==> config.mk <==
export PLATFORM = sky130hd
export DESIGN_NAME = wb_rr_arbiter_flat
export DESIGN_NICKNAME = d
export VERILOG_FILES = /design/src/rtl/wb_rr_arbiter_if.sv /design/src/rtl/wb_rr_arbiter.sv /design/src/flat_wrapper.sv
export SDC_FILE = /design/constraint.sdc
export NUM_CORES = 1
export LEC_CHECK = 0
export BUFFER_PORTS_ARGS = -buffer_cell sky130_fd_sc_hd__buf_4
export CAP_MARGIN = 20
export CELL_PAD_IN_SITES_DETAIL_PLACEMENT = 0
export CELL_PAD_IN_SITES_GLOBAL_PLACEMENT = 2
export CORE_AREA = 2 2 167 169
export DETAILED_ROUTE_END_ITERATION = 10
export DIE_AREA = 0 0 169 171
export MAX_ROUTING_LAYER = met4
export PLACE_DENSITY_LB_ADDON = 0.1
export SYNTH_ARGS = -nofsm -noshare
export SYNTH_HDL_FRONTEND = slang
export SYNTH_SLANG_ARGS = --single-unit
==> constraint.sdc <==
create_clock -name clk -period 2.24 [get_ports clk]
set_clock_uncertainty 0.05 [all_clocks]
set_input_delay 0.112 -clock clk [delete_from_list [all_inputs] [get_ports clk]]
set_output_delay 0.112 -clock clk [all_outputs]
set_load 0.1 [all_outputs]
==> src/rtl/wb_rr_arbiter_if.sv <==
// wb_rr_arbiter_if: bundles the four master ports and the shared slave port of the arbiter
interface wb_rr_arbiter_if #(parameter int adr_width = 32) ();
  logic [3:0]             m_cyc_i;
  logic [3:0]             m_stb_i;
  logic [3:0]             m_we_i;
  logic [4*adr_width-1:0] m_adr_i;
  logic [127:0]           m_dat_i;
  logic [15:0]            m_sel_i;
  logic [31:0]            m_dat_o;
  logic [3:0]             m_ack_o;
  logic [3:0]             m_err_o;
  logic                   s_cyc_o;
  logic                   s_stb_o;
  logic                   s_we_o;
  logic [adr_width-1:0]   s_adr_o;
  logic [31:0]            s_dat_o;
  logic [3:0]             s_sel_o;
  logic [31:0]            s_dat_i;
  logic                   s_ack_i;
  modport slave (
    input  m_cyc_i, m_stb_i, m_we_i, m_adr_i, m_dat_i, m_sel_i, s_dat_i, s_ack_i,
    output m_dat_o, m_ack_o, m_err_o, s_cyc_o, s_stb_o, s_we_o, s_adr_o, s_dat_o, s_sel_o
  );
  modport master (
    output m_cyc_i, m_stb_i, m_we_i, m_adr_i, m_dat_i, m_sel_i, s_dat_i, s_ack_i,
    input  m_dat_o, m_ack_o, m_err_o, s_cyc_o, s_stb_o, s_we_o, s_adr_o, s_dat_o, s_sel_o
  );
endinterface

==> src/rtl/wb_rr_arbiter.sv <==
// wb_rr_arbiter: four-master Wishbone round-robin arbiter with per-transfer watchdog
module wb_rr_arbiter #(
  parameter int adr_width      = 32,
  parameter int timeout_cycles = 255
) (
  input  logic                  clk,
  input  logic                  rst,
  wb_rr_arbiter_if.slave        bus,
  output logic [3:0]            grant_o,
  output logic                  busy_o
);
  typedef enum logic {IDLE, OWNED} state_t;
  localparam logic [15:0] tmax = timeout_cycles == 0 ? 16'd0 : 16'(timeout_cycles - 1);
  state_t      state_q, state_d;
  logic [1:0]  g_q, g_d, last_q, last_d, c;
  logic [15:0] cnt_q, cnt_d;
  logic        owned, stb_raw, to;
  assign owned   = state_q == OWNED;
  assign stb_raw = owned & bus.m_stb_i[g_q] & bus.m_cyc_i[g_q];
  assign to      = (timeout_cycles != 0) && stb_raw && !bus.s_ack_i && cnt_q == tmax;
  assign grant_o = 4'(owned) << g_q;
  assign busy_o  = owned;
  assign bus.s_cyc_o = owned & bus.m_cyc_i[g_q];
  assign bus.s_stb_o = stb_raw & ~to;
  assign bus.s_we_o  = owned & bus.m_we_i[g_q];
  assign bus.s_adr_o = owned ? bus.m_adr_i[g_q*adr_width +: adr_width] : '0;
  assign bus.s_dat_o = owned ? bus.m_dat_i[g_q*32 +: 32] : '0;
  assign bus.s_sel_o = owned ? bus.m_sel_i[g_q*4 +: 4] : '0;
  assign bus.m_dat_o = bus.s_dat_i;
  assign bus.m_ack_o = 4'(owned & bus.s_ack_i) << g_q;
  assign bus.m_err_o = 4'(to) << g_q;
  // next grant search, release on CYC drop, and wait-state counting
  always_comb begin
    state_d = state_q;
    g_d     = g_q;
    last_d  = last_q;
    cnt_d   = '0;
    c       = '0;
    if (!owned) begin
      for (int k = 4; k >= 1; k--) begin
        c = last_q + 2'(k);
        if (bus.m_cyc_i[c]) begin
          g_d     = c;
          state_d = OWNED;
        end
      end
    end else if (!bus.m_cyc_i[g_q]) begin
      state_d = IDLE;
      last_d  = g_q;
    end else if (stb_raw && !bus.s_ack_i && !to) begin
      cnt_d = cnt_q + 16'd1;
    end
  end
  // state, grant index, last-served pointer and watchdog registers
  always_ff @(posedge clk or negedge rst) begin
    if (!rst) begin
      state_q <= IDLE;
      g_q     <= '0;
      last_q  <= 2'd3;
      cnt_q   <= '0;
    end else begin
      state_q <= state_d;
      g_q     <= g_d;
      last_q  <= last_d;
      cnt_q   <= cnt_d;
    end
  end
endmodule

==> src/flat_wrapper.sv <==
// flat-port wrapper written by rule: the top's interface ports become plain ports
module wb_rr_arbiter_flat 
#(
  parameter int adr_width      = 32,
  parameter int timeout_cycles = 255
)
  (clk, rst, grant_o, busy_o, bus_m_cyc_i, bus_m_stb_i, bus_m_we_i, bus_m_adr_i, bus_m_dat_i, bus_m_sel_i, bus_s_dat_i, bus_s_ack_i, bus_m_dat_o, bus_m_ack_o, bus_m_err_o, bus_s_cyc_o, bus_s_stb_o, bus_s_we_o, bus_s_adr_o, bus_s_dat_o, bus_s_sel_o);
  wb_rr_arbiter_if #(.adr_width(adr_width)) bus_i ();
  input  logic clk;
  input  logic rst;
  output logic [3:0] grant_o;
  output logic busy_o;
  input wire logic [$bits(bus_i.m_cyc_i)-1:0] bus_m_cyc_i;
  input wire logic [$bits(bus_i.m_stb_i)-1:0] bus_m_stb_i;
  input wire logic [$bits(bus_i.m_we_i)-1:0] bus_m_we_i;
  input wire logic [$bits(bus_i.m_adr_i)-1:0] bus_m_adr_i;
  input wire logic [$bits(bus_i.m_dat_i)-1:0] bus_m_dat_i;
  input wire logic [$bits(bus_i.m_sel_i)-1:0] bus_m_sel_i;
  input wire logic [$bits(bus_i.s_dat_i)-1:0] bus_s_dat_i;
  input wire logic [$bits(bus_i.s_ack_i)-1:0] bus_s_ack_i;
  output wire logic [$bits(bus_i.m_dat_o)-1:0] bus_m_dat_o;
  output wire logic [$bits(bus_i.m_ack_o)-1:0] bus_m_ack_o;
  output wire logic [$bits(bus_i.m_err_o)-1:0] bus_m_err_o;
  output wire logic [$bits(bus_i.s_cyc_o)-1:0] bus_s_cyc_o;
  output wire logic [$bits(bus_i.s_stb_o)-1:0] bus_s_stb_o;
  output wire logic [$bits(bus_i.s_we_o)-1:0] bus_s_we_o;
  output wire logic [$bits(bus_i.s_adr_o)-1:0] bus_s_adr_o;
  output wire logic [$bits(bus_i.s_dat_o)-1:0] bus_s_dat_o;
  output wire logic [$bits(bus_i.s_sel_o)-1:0] bus_s_sel_o;
  assign bus_i.m_cyc_i = bus_m_cyc_i;
  assign bus_i.m_stb_i = bus_m_stb_i;
  assign bus_i.m_we_i = bus_m_we_i;
  assign bus_i.m_adr_i = bus_m_adr_i;
  assign bus_i.m_dat_i = bus_m_dat_i;
  assign bus_i.m_sel_i = bus_m_sel_i;
  assign bus_i.s_dat_i = bus_s_dat_i;
  assign bus_i.s_ack_i = bus_s_ack_i;
  assign bus_m_dat_o = bus_i.m_dat_o;
  assign bus_m_ack_o = bus_i.m_ack_o;
  assign bus_m_err_o = bus_i.m_err_o;
  assign bus_s_cyc_o = bus_i.s_cyc_o;
  assign bus_s_stb_o = bus_i.s_stb_o;
  assign bus_s_we_o = bus_i.s_we_o;
  assign bus_s_adr_o = bus_i.s_adr_o;
  assign bus_s_dat_o = bus_i.s_dat_o;
  assign bus_s_sel_o = bus_i.s_sel_o;
  wb_rr_arbiter #(.adr_width(adr_width), .timeout_cycles(timeout_cycles)) u_core (.clk(clk), .rst(rst), .bus(bus_i), .grant_o(grant_o), .busy_o(busy_o));
endmodule
==> run metrics, run 1 <==
core box area 0.0273 mm2; slew margin rel. 0.667; Via density 4.10; worst IR drop on VDD 1.07 mV; Sw Pwr 0.00823 W; Final Setup Violations 0; CTS HTree Levels 1; CTS tree done; Post-Synthesis Cells 322; status finished clean; first-pass GRT wire length 31.8 mm; gr usage total 0.157; Combinational Power Share 0.925; setup TNS 0 ps; final cell count without fillers slightly below 1k; Routed Antenna Nets 0; met2 Use GR 0.269; via count 4080; Crit Path Max Fanout 27; WL final about 24 mm; footprint of the multi-input gates between 0.002 and 0.003 mm2; CP endpoint kind output pin; Die Height 171 um; minimum clock period 2220 ps; WP data arrival 2060 ps; initial antenna violation count 2; DIE AREA slightly below 0.03 mm2; Power per Cell Area 1780 mW/mm2; placed insts 985; syn nets 643; CP Class register to output pin; FFs w/ async S/R, synth 1.00; dpl ws -28.6 ps; Req. time, crit path 2080 ps; max-slew violations 0; Crit path largest cell delay 570 ps; Synth Register Bits 21; RSZ-0062 raised after global routing true; Sequential Power Share 0.043; final worst slack 18.8 ps; FMAX 450 MHz; vias in the first global route 4333; final net count 970; worst-case clock buffer depth 2; Core Rows 61; dominant synthesized flop cell dfrtp_1; drt initial violations 169; layout cell share with drive strength beyond 1 0.741; Congestion Overflow GR 0; R2R Path Start u_core.g_q[0]; DR WL/cell 24.0 um; leak pwr 3.14 nW; placed instance area 0.00658 mm2; clk sinks 21; Crit-path slowest cell mux4_2; Mapped Area 0.00358 mm2; CP top delay family buffers and inverters; synth unique cells 36; CP cell instances buf_6 > buf_12 > mux4_2 > and2_1 > buf_4; Clock Latency Late Sink ~260 ps; finished layout cell area slightly below 0.007 mm2; CTS clk-pin slew, worst paths 60 ps; P_int 0.00393 W; number of flops mapped to enable cells by yosys 0; # DRC 0; total CTS buffers 3; most frequent cells in the layout buf_4, mux4_2, and2_1; Starting Density 0.131; fillcell total 2990; post-synthesis sequential area ratio 0.148; HPWL Detailed between 20 and 25 mm; crit path from u_core.g_q[0]; I/O pins 435; met1 Use GR 0.176; worst-margin pin slew 499 ps; Buffers on Ports 370; global route hottest layer met2; HP Start bus_m_cyc_i[0]; Reg area 537 um2; Max-Cap Viols 0; CP Buf/Inv Count 3; Hold WS around 170 ps; switching part of the total power 0.676; Syn Area/Cell 11.1 um2; Area Overhead vs Synth 90.8%; Syn. warnings 0; commonest non-fill, non-tap cell in the layout buf_4; Clock Tree Root clkbuf_16; final RePlAce weighted congestion 0.822; Die W ~170 um; grt met3 use 0.0719; Hold WC Path Type primary input to register; 1st-pass router iterations 4; Final Hold Fails 0; clock power share 0.032; Startpoint Class register; pin count of the biggest net entering global routing 79; fin crit share 0.992
[routing by layer]
| layer | wire length, um | part of all wire |
|---|---|---|
| met2 | 12200 | 0.51 |
| met1 | 8670 | 0.36 |
| met4 | 95 | 0.0040 |
| met5 | 0 | 0 |
| met3 | 2950 | 0.12 |
[area by class of cell]
type,instances,area share
Clock inverter,1,0.000733
Timing Repair Buffer,385,0.449
Multi-Input combinational cell,235,0.395
Sequential cell,21,0.0786
Clock buffer,3,0.0110
Antenna cell,1,0.000367
Inverter,3,0.00165
Tap cell,346,0.0634
[flip-flops by register name, summed over array words and instances, names as in the netlist]
name / cells
u_core.cnt_q: 16
u_core.g_q: 2
u_core.last_q: 2
u_core.busy_o: 1
[path summary, 6_finish.rpt]
kind | endpoint | slack (ps) | cells past startpoint
worst max-delay path | bus_s_adr_o[30] | 20 | 5
worst min-delay path | u_core.g_q[0] | 170 | 3
worst max register to register | u_core.cnt_q[8] | 250 | 5
worst min register to register | u_core.last_q[0] | 470 | 2
max in group asynchronous | u_core.last_q[1] | 1630 | 2
min in group asynchronous | u_core.cnt_q[8] | 230 | 2
[timing repair]
item	in CTS	in global routing
buffers inserted	2	1
endpoints found under the hold margin	21	0
pin swaps	1	3
resized for setup	17	8
cloned	1	0
hold buffers	1	0
endpoints found under the setup margin	15	59
[through the flow]
| step | utilization | total power, W |
|---|---|---|
| 3_5_place_dp | 0.241 | 0.0117 |
| 3_3_place_gp | 0.241 | 0.0118 |
| 2_1_floorplan | - | 0.00939 |
| 5_1_grt | 0.250 | 0.0127 |
| 4_1_cts | 0.248 | 0.0123 |
| 6_report | 0.250 | 0.0122 |
[cell usage after synthesis, types with 2 or more instances]
library cell	instances	area, um2
xor2_1	12	105
buf_2	7	35.0
nor2_1	27	101
and2_1	71	444
and4_1	6	52.6
ha_1	2	25.0
a21oi_1	2	10.0
nand2b_1	3	18.8
buf_6	3	33.8
nor4_1	2	12.5
nand3_1	4	20.0
xnor2_1	2	17.5
and3_1	3	18.8
and4b_1	2	20.0
nor3_1	2	10.0
inv_1	3	11.3
dfstp_2	2	52.6
mux4_2	71	1600
buf_4	35	263
clkbuf_1	18	67.6
nand4_1	7	43.8
nand2_1	6	22.5
dfrtp_1	19	475
[power by group through the flow]
| stage | Clock (W) | Combinational (W) | Sequential (W) |
|---|---|---|---|
| 2_1_floorplan | 0 | 0.00884 | 0.000545 |
| 3_3_place_gp | 0 | 0.0112 | 0.000529 |
| 3_5_place_dp | 0 | 0.0112 | 0.000530 |
| 4_1_cts | 0.000398 | 0.0114 | 0.000526 |
| 5_1_grt | 0.000416 | 0.0117 | 0.000531 |
| 6_report | 0.000386 | 0.0113 | 0.000522 |
[cell families (layout without fill, tap and decap cells)]
group,after synthesis,count (layout),share of synthesized area
simple gates,136,136,0.223
mux,74,74,0.456
buf+inv,66,392,0.115
flops,21,21,0.148
xor+xnor,14,14,0.0343
compound gates,9,9,0.0175
fa+ha+maj,2,2,0.00699
other cells,0,1,0
[worst reg2reg max path: cells and delay by family, from the launching register on]
kind          cells  cell delay [ps]
mux               1              570
simple gates      2              440
buf+inv           2              380
flops             1              420
(Power assumes the default switching activity.)
==> run 2: changes to the inputs <==
Settings changed: PLACE_DENSITY from default to 0.7, PLACE_DENSITY_LB_ADDON 0.1 to default.
==> run 2 against run 1 <==
Effect of this change: the run now ends with setup timing left; routed wire length decreased by 15%; critical path depth unchanged; combinational power about the same; flip-flop and latch count unchanged; count of clock-buffer cells in the layout unchanged; via count increased by 1.1%; power increased by 3.1%; final area increased by 2.6%; die area unchanged; cell count increased by 1.3%; non-clock buffer count increased by 13; sequential power increased by 6.3%; critical endpoint is now bus_m_err_o[1].
==> run metrics, run 2 (synthesized netlist as in run 1, its figures left out) <==
RSZ-0062 raised after global routing true; worst IR drop on VDD 0.920 mV; switching part of the total power 0.663; pin count of the biggest net entering global routing 50; FMAX 445 MHz; Crit Path Max Fanout 5; clk sinks 21; CP Buf/Inv Count 1; most frequent cells in the layout buf_4, mux4_2, and2_1; worst-margin pin slew 489 ps; DR WL/cell 20.2 um; CP cell instances mux4_2 > and2_1 > nor3b_2 > and4b_2 > buf_12; Combinational Power Share 0.926; status complete, but fails checks; commonest non-fill, non-tap cell in the layout buf_4; drt initial violations 148; Top reg by flops u_core.cnt_q; Via density just over 4; max-slew violations 0; placed insts 990; clock power share 0.030; Congestion Overflow GR 0; Final Setup Violations 2; final RePlAce weighted congestion 0.783; WL final slightly above 20 mm; HPWL Detailed 16.5 mm; worst-case clock buffer depth 2; final core occ 0.256; initial antenna violation count 1; dpl ws 180 ps; Routed Antenna Nets 0; total CTS buffers 3; minimum clock period 2250 ps; CTS clk-pin slew, worst paths 60 ps; Hold WC Path Type primary input to register; P_int 0.00422 W; core box area 0.0273 mm2; CP endpoint kind output pin; 1st-pass router iterations 4; gr usage total 0.125; Hold WS 167 ps; slew margin rel. 0.673; Area Overhead vs Synth 95.7%; Starting Density 0.131; DIE AREA 0.0289 mm2; Sw Pwr 0.00831 W; max reg flops 16; Regs by FF count u_core.cnt_q (16), u_core.g_q (2), u_core.last_q (2); final cell count without fillers approximately 1.0k; vias in the first global route ~3.9k; via count 4125; fin crit share 1.00; final worst slack -6.21 ps; # DRC 0; Clock Tree Root clkbuf_16; WP data arrival 2080 ps; Buffers on Ports 370; layout cell share with drive strength beyond 1 0.746; Clock Latency Late Sink 250 ps; Final Hold Fails 0; Die Height ~170 um; first-pass GRT wire length between 20 and 30 mm; CP top delay family simple AND/OR/NAND/NOR gates; final net count around 980; Max-Cap Viols 0; leak pwr 3.21 nW; Core Rows 61; Crit-path slowest cell dfrtp_4; Power per Cell Area 1790 mW/mm2; Startpoint Class register; Sequential Power Share 0.044; setup TNS -11.7 ps; Req. time, crit path 2080 ps; CTS HTree Levels 1; failing checks setup timing; Crit path largest cell delay 550 ps; CP Class register to output pin; I/O pins 435; Die W 169 um; CTS tree done
[run 2: layer usage]
layer | GRT usage | part of all wire | vias up
li1 | - | - | 1867
met1 | 0.177 | 0.44 | 2035
met2 | 0.192 | 0.46 | 215
met3 | 0.0261 | 0.086 | 8
met4 | 0.0119 | 0.0049 | 0
met5 | - | 0 | -
[run 2: path summary, 6_finish.rpt]
check	from	end	slack, ps	cells after the start
hold reg to reg	u_core.last_q[0]	u_core.last_q[0]	460	2
setup / recovery	u_core.g_q[0]	bus_m_err_o[1]	-6	5
hold / removal	bus_m_cyc_i[0]	u_core.g_q[0]	170	3
setup reg to reg	u_core.g_q[0]	u_core.cnt_q[6]	220	5
max in group asynchronous	rst	u_core.last_q[1]	1640	2
min in group asynchronous	rst	u_core.cnt_q[11]	220	2
[run 2: cell type report]
type,count,area [um2]
tap,346,433
timing repair buffer,398,3240
clock buffer,3,75.1
multi-input combinational,235,2690
antenna,1,2.50
sequential,21,537
clock inverter,1,5.00
inverter,3,15.0
fill,2956,20300
[run 2: repair_timing]
action,CTS,global route
pin swaps,1,3
setup endpoints to repair,23,27
setup buffers,1,9
resized for setup,7,29
hold buffers,1,0
endpoints found under the hold margin,21,0
cloned,1,1
[run 2: power by group through the flow]
stage	clock [W]	sequential [W]	combinational, W
2_1_floorplan	0	0.000545	0.00884
3_3_place_gp	0	0.000546	0.0112
3_5_place_dp	0	0.000548	0.0112
4_1_cts	0.000390	0.000551	0.0114
5_1_grt	0.000398	0.000563	0.0120
6_report	0.000377	0.000555	0.0116
[run 2: tightest hold or removal path: stages]
cell      delay (ps)
buf_4            100
o211ai_1         100
o21a_1           120
[run 2: metrics by stage]
stage                     total power (W)  cell area, um2
after floorplan                   0.00939            3620
after global placement             0.0117            6620
after detailed placement           0.0117            6620
after CTS                          0.0123            6790
after global routing               0.0130            7000
final                              0.0125            7000
==> run 3: changes to the inputs <==
Settings changed: PLACE_DENSITY 0.7 to 0.69, SLEW_MARGIN from default to 20.
Clock period 2.24 ns to 1.9 ns, I/O delays scaled along.
==> run 3 against run 2 <==
Effect of this change: the flow still finishes with violations (setup timing); via count is 0.19% higher; register-to-register slack worse by 110 ps; sequential power is 15% higher; non-clock buffer count is 13 higher; setup slack worse by 220 ps; core utilization is 3.8 points higher; routed wire length is 0.52% higher; first-iteration DRC count stayed put; critical path depth stayed put; hold slack worse by 27 ps; final area is 15% higher; critical path type unchanged.
==> run metrics, run 3 (synthesized netlist as in run 1, its figures left out) <==
status complete, but fails checks; failing checks setup timing; Clock Tree Root clkbuf_16; total CTS buffers 3; Crit Path Max Fanout 4; WL final 20.4 mm; CP Class register to output pin; Buffers on Ports 370; Die W roughly 170 um; pin count of the biggest net entering global routing 43; vias in the first global route 4268; 1st-pass router iterations 4; via count 4133; Crit-path slowest cell dfrtp_4; initial antenna violation count 0; placed instance area 0.00699 mm2; P_int 0.00737 W; Via density between 4 and 5; Final Hold Fails 0; Reg area 539 um2; core box area 0.0273 mm2; leak pwr 3.64 nW; footprint of the multi-input gates 0.00289 mm2; fin crit share 1.12; Hold WC Path Type primary input to output pin; Combinational Power Share 0.938; final net count 996; worst-case clock buffer depth 2; worst IR drop on VDD 1.02 mV; clock power share 0.025; R2R Path Start u_core.g_q[0]; switching part of the total power 0.582; Core Rows 61; Crit path largest cell delay roughly 500 ps; Req. time, crit path 1750 ps; Sw Pwr 0.0103 W; Startpoint Class register; HPWL Detailed 17.1 mm; Clock Latency Late Sink 260 ps; max-slew violations 0; crit path from u_core.g_q[0]; CP cell instances mux4_2 > and2_4 > nor3b_4 > and4b_4 > buf_12; CTS HTree Levels 1; commonest non-fill, non-tap cell in the layout buf_4; first-pass GRT wire length about 28 mm; DIE AREA around 0.029 mm2; worst-margin pin slew 488 ps; fillcell total between 2k and 3k; Max-Cap Viols 0; CTS clk-pin slew, worst paths 60 ps; CTS tree done; most frequent cells in the layout buf_4, mux4_2, and2_4; max reg flops 16; Top reg by flops u_core.cnt_q; layout cell share with drive strength beyond 1 0.858; CP endpoint kind output pin; Final Setup Violations 75; drt initial violations 148; Die Height 171 um; gr usage total 0.132; Regs by FF count u_core.cnt_q (16), u_core.g_q (2), u_core.last_q (2); FMAX 470 MHz; I/O pins ~440; final core occ 0.294; antenna cells 0; final worst slack -227 ps; minimum clock period roughly 2100 ps; WP data arrival a little under 2000 ps; DR WL/cell ~20 um; Starting Density 0.131; Congestion Overflow GR 0; finished layout cell area 0.00804 mm2; slew margin rel. 0.675; HP Start bus_s_dat_i[15]; Routed Antenna Nets 0; # DRC 0; clk sinks 21; RSZ-0062 raised after global routing true; Area Overhead vs Synth 125%; Power per Cell Area 2190 mW/mm2; Sequential Power Share 0.036; final RePlAce weighted congestion 0.795
## run 3: critical path, delay by kind of cell, from the launching register on
family,cells,cell delay [ps]
flip-flops,1,500
multiplexers,1,360
buffers and inverters,1,170
AND/OR/NAND/NOR,3,700
## run 3: power groups by stage
stage | combinational (W) | sequential [W] | clock, W
after detailed placement | 0.0139 | 0.000640 | 0
after floorplan | 0.0110 | 0.000650 | 0
after global placement | 0.0140 | 0.000638 | 0
final | 0.0165 | 0.000640 | 0.000448
after global routing | 0.0171 | 0.000654 | 0.000490
after CTS | 0.0164 | 0.000634 | 0.000465
## run 3: layout make-up
type                       count  area share
timing repair buffer         411       0.508
multi-input combinational    235       0.359
sequential                    21      0.0671
tap                          346      0.0539
clock buffer                   4     0.00981
inverter                       3     0.00187
## run 3: what timing repair did
item,CTS,global route
buffers inserted,3,1
setup endpoints to repair,81,82
pin swaps,5,4
hold endpoints to repair,21,0
resized for setup,226,11
cloned,0,2
hold buffers,1,0
## run 3: routing by layer
metal  GRT usage  vias to the layer above  wire length, um
met5           -                        -                0
met4      0.0126                        0               98
met3      0.0361                        8             1750
met2       0.210                      189             9990
met1       0.175                     2043             8600
li1            -                     1893                -
## run 3: final timing paths
| check | endpoint | slack (ps) | depth (start not counted) |
|---|---|---|---|
| setup / recovery | bus_m_err_o[1] | -230 | 5 |
| setup reg to reg | u_core.cnt_q[2] | 110 | 6 |
| hold / removal | bus_m_dat_o[15] | 140 | 0 |
| hold reg to reg | u_core.last_q[0] | 460 | 2 |
| min in group asynchronous | u_core.cnt_q[11] | 210 | 2 |
| max in group asynchronous | u_core.last_q[1] | 1310 | 2 |
## run 3: per-stage QoR
step	setup WS [ps]	setup TNS (ps)	hold WS (ps)	cells	power, W
2_1_floorplan	-219	-647	-251	322	0.0117
3_3_place_gp	-86.8	-293	-50.1	1009	0.0146
3_5_place_dp	-108	-349	-48.3	1009	0.0146
4_1_cts	-233	-11300	141	1017	0.0175
5_1_grt	-313	-16550	140	1020	0.0183
6_report	-227	-10270	140	1020	0.0176
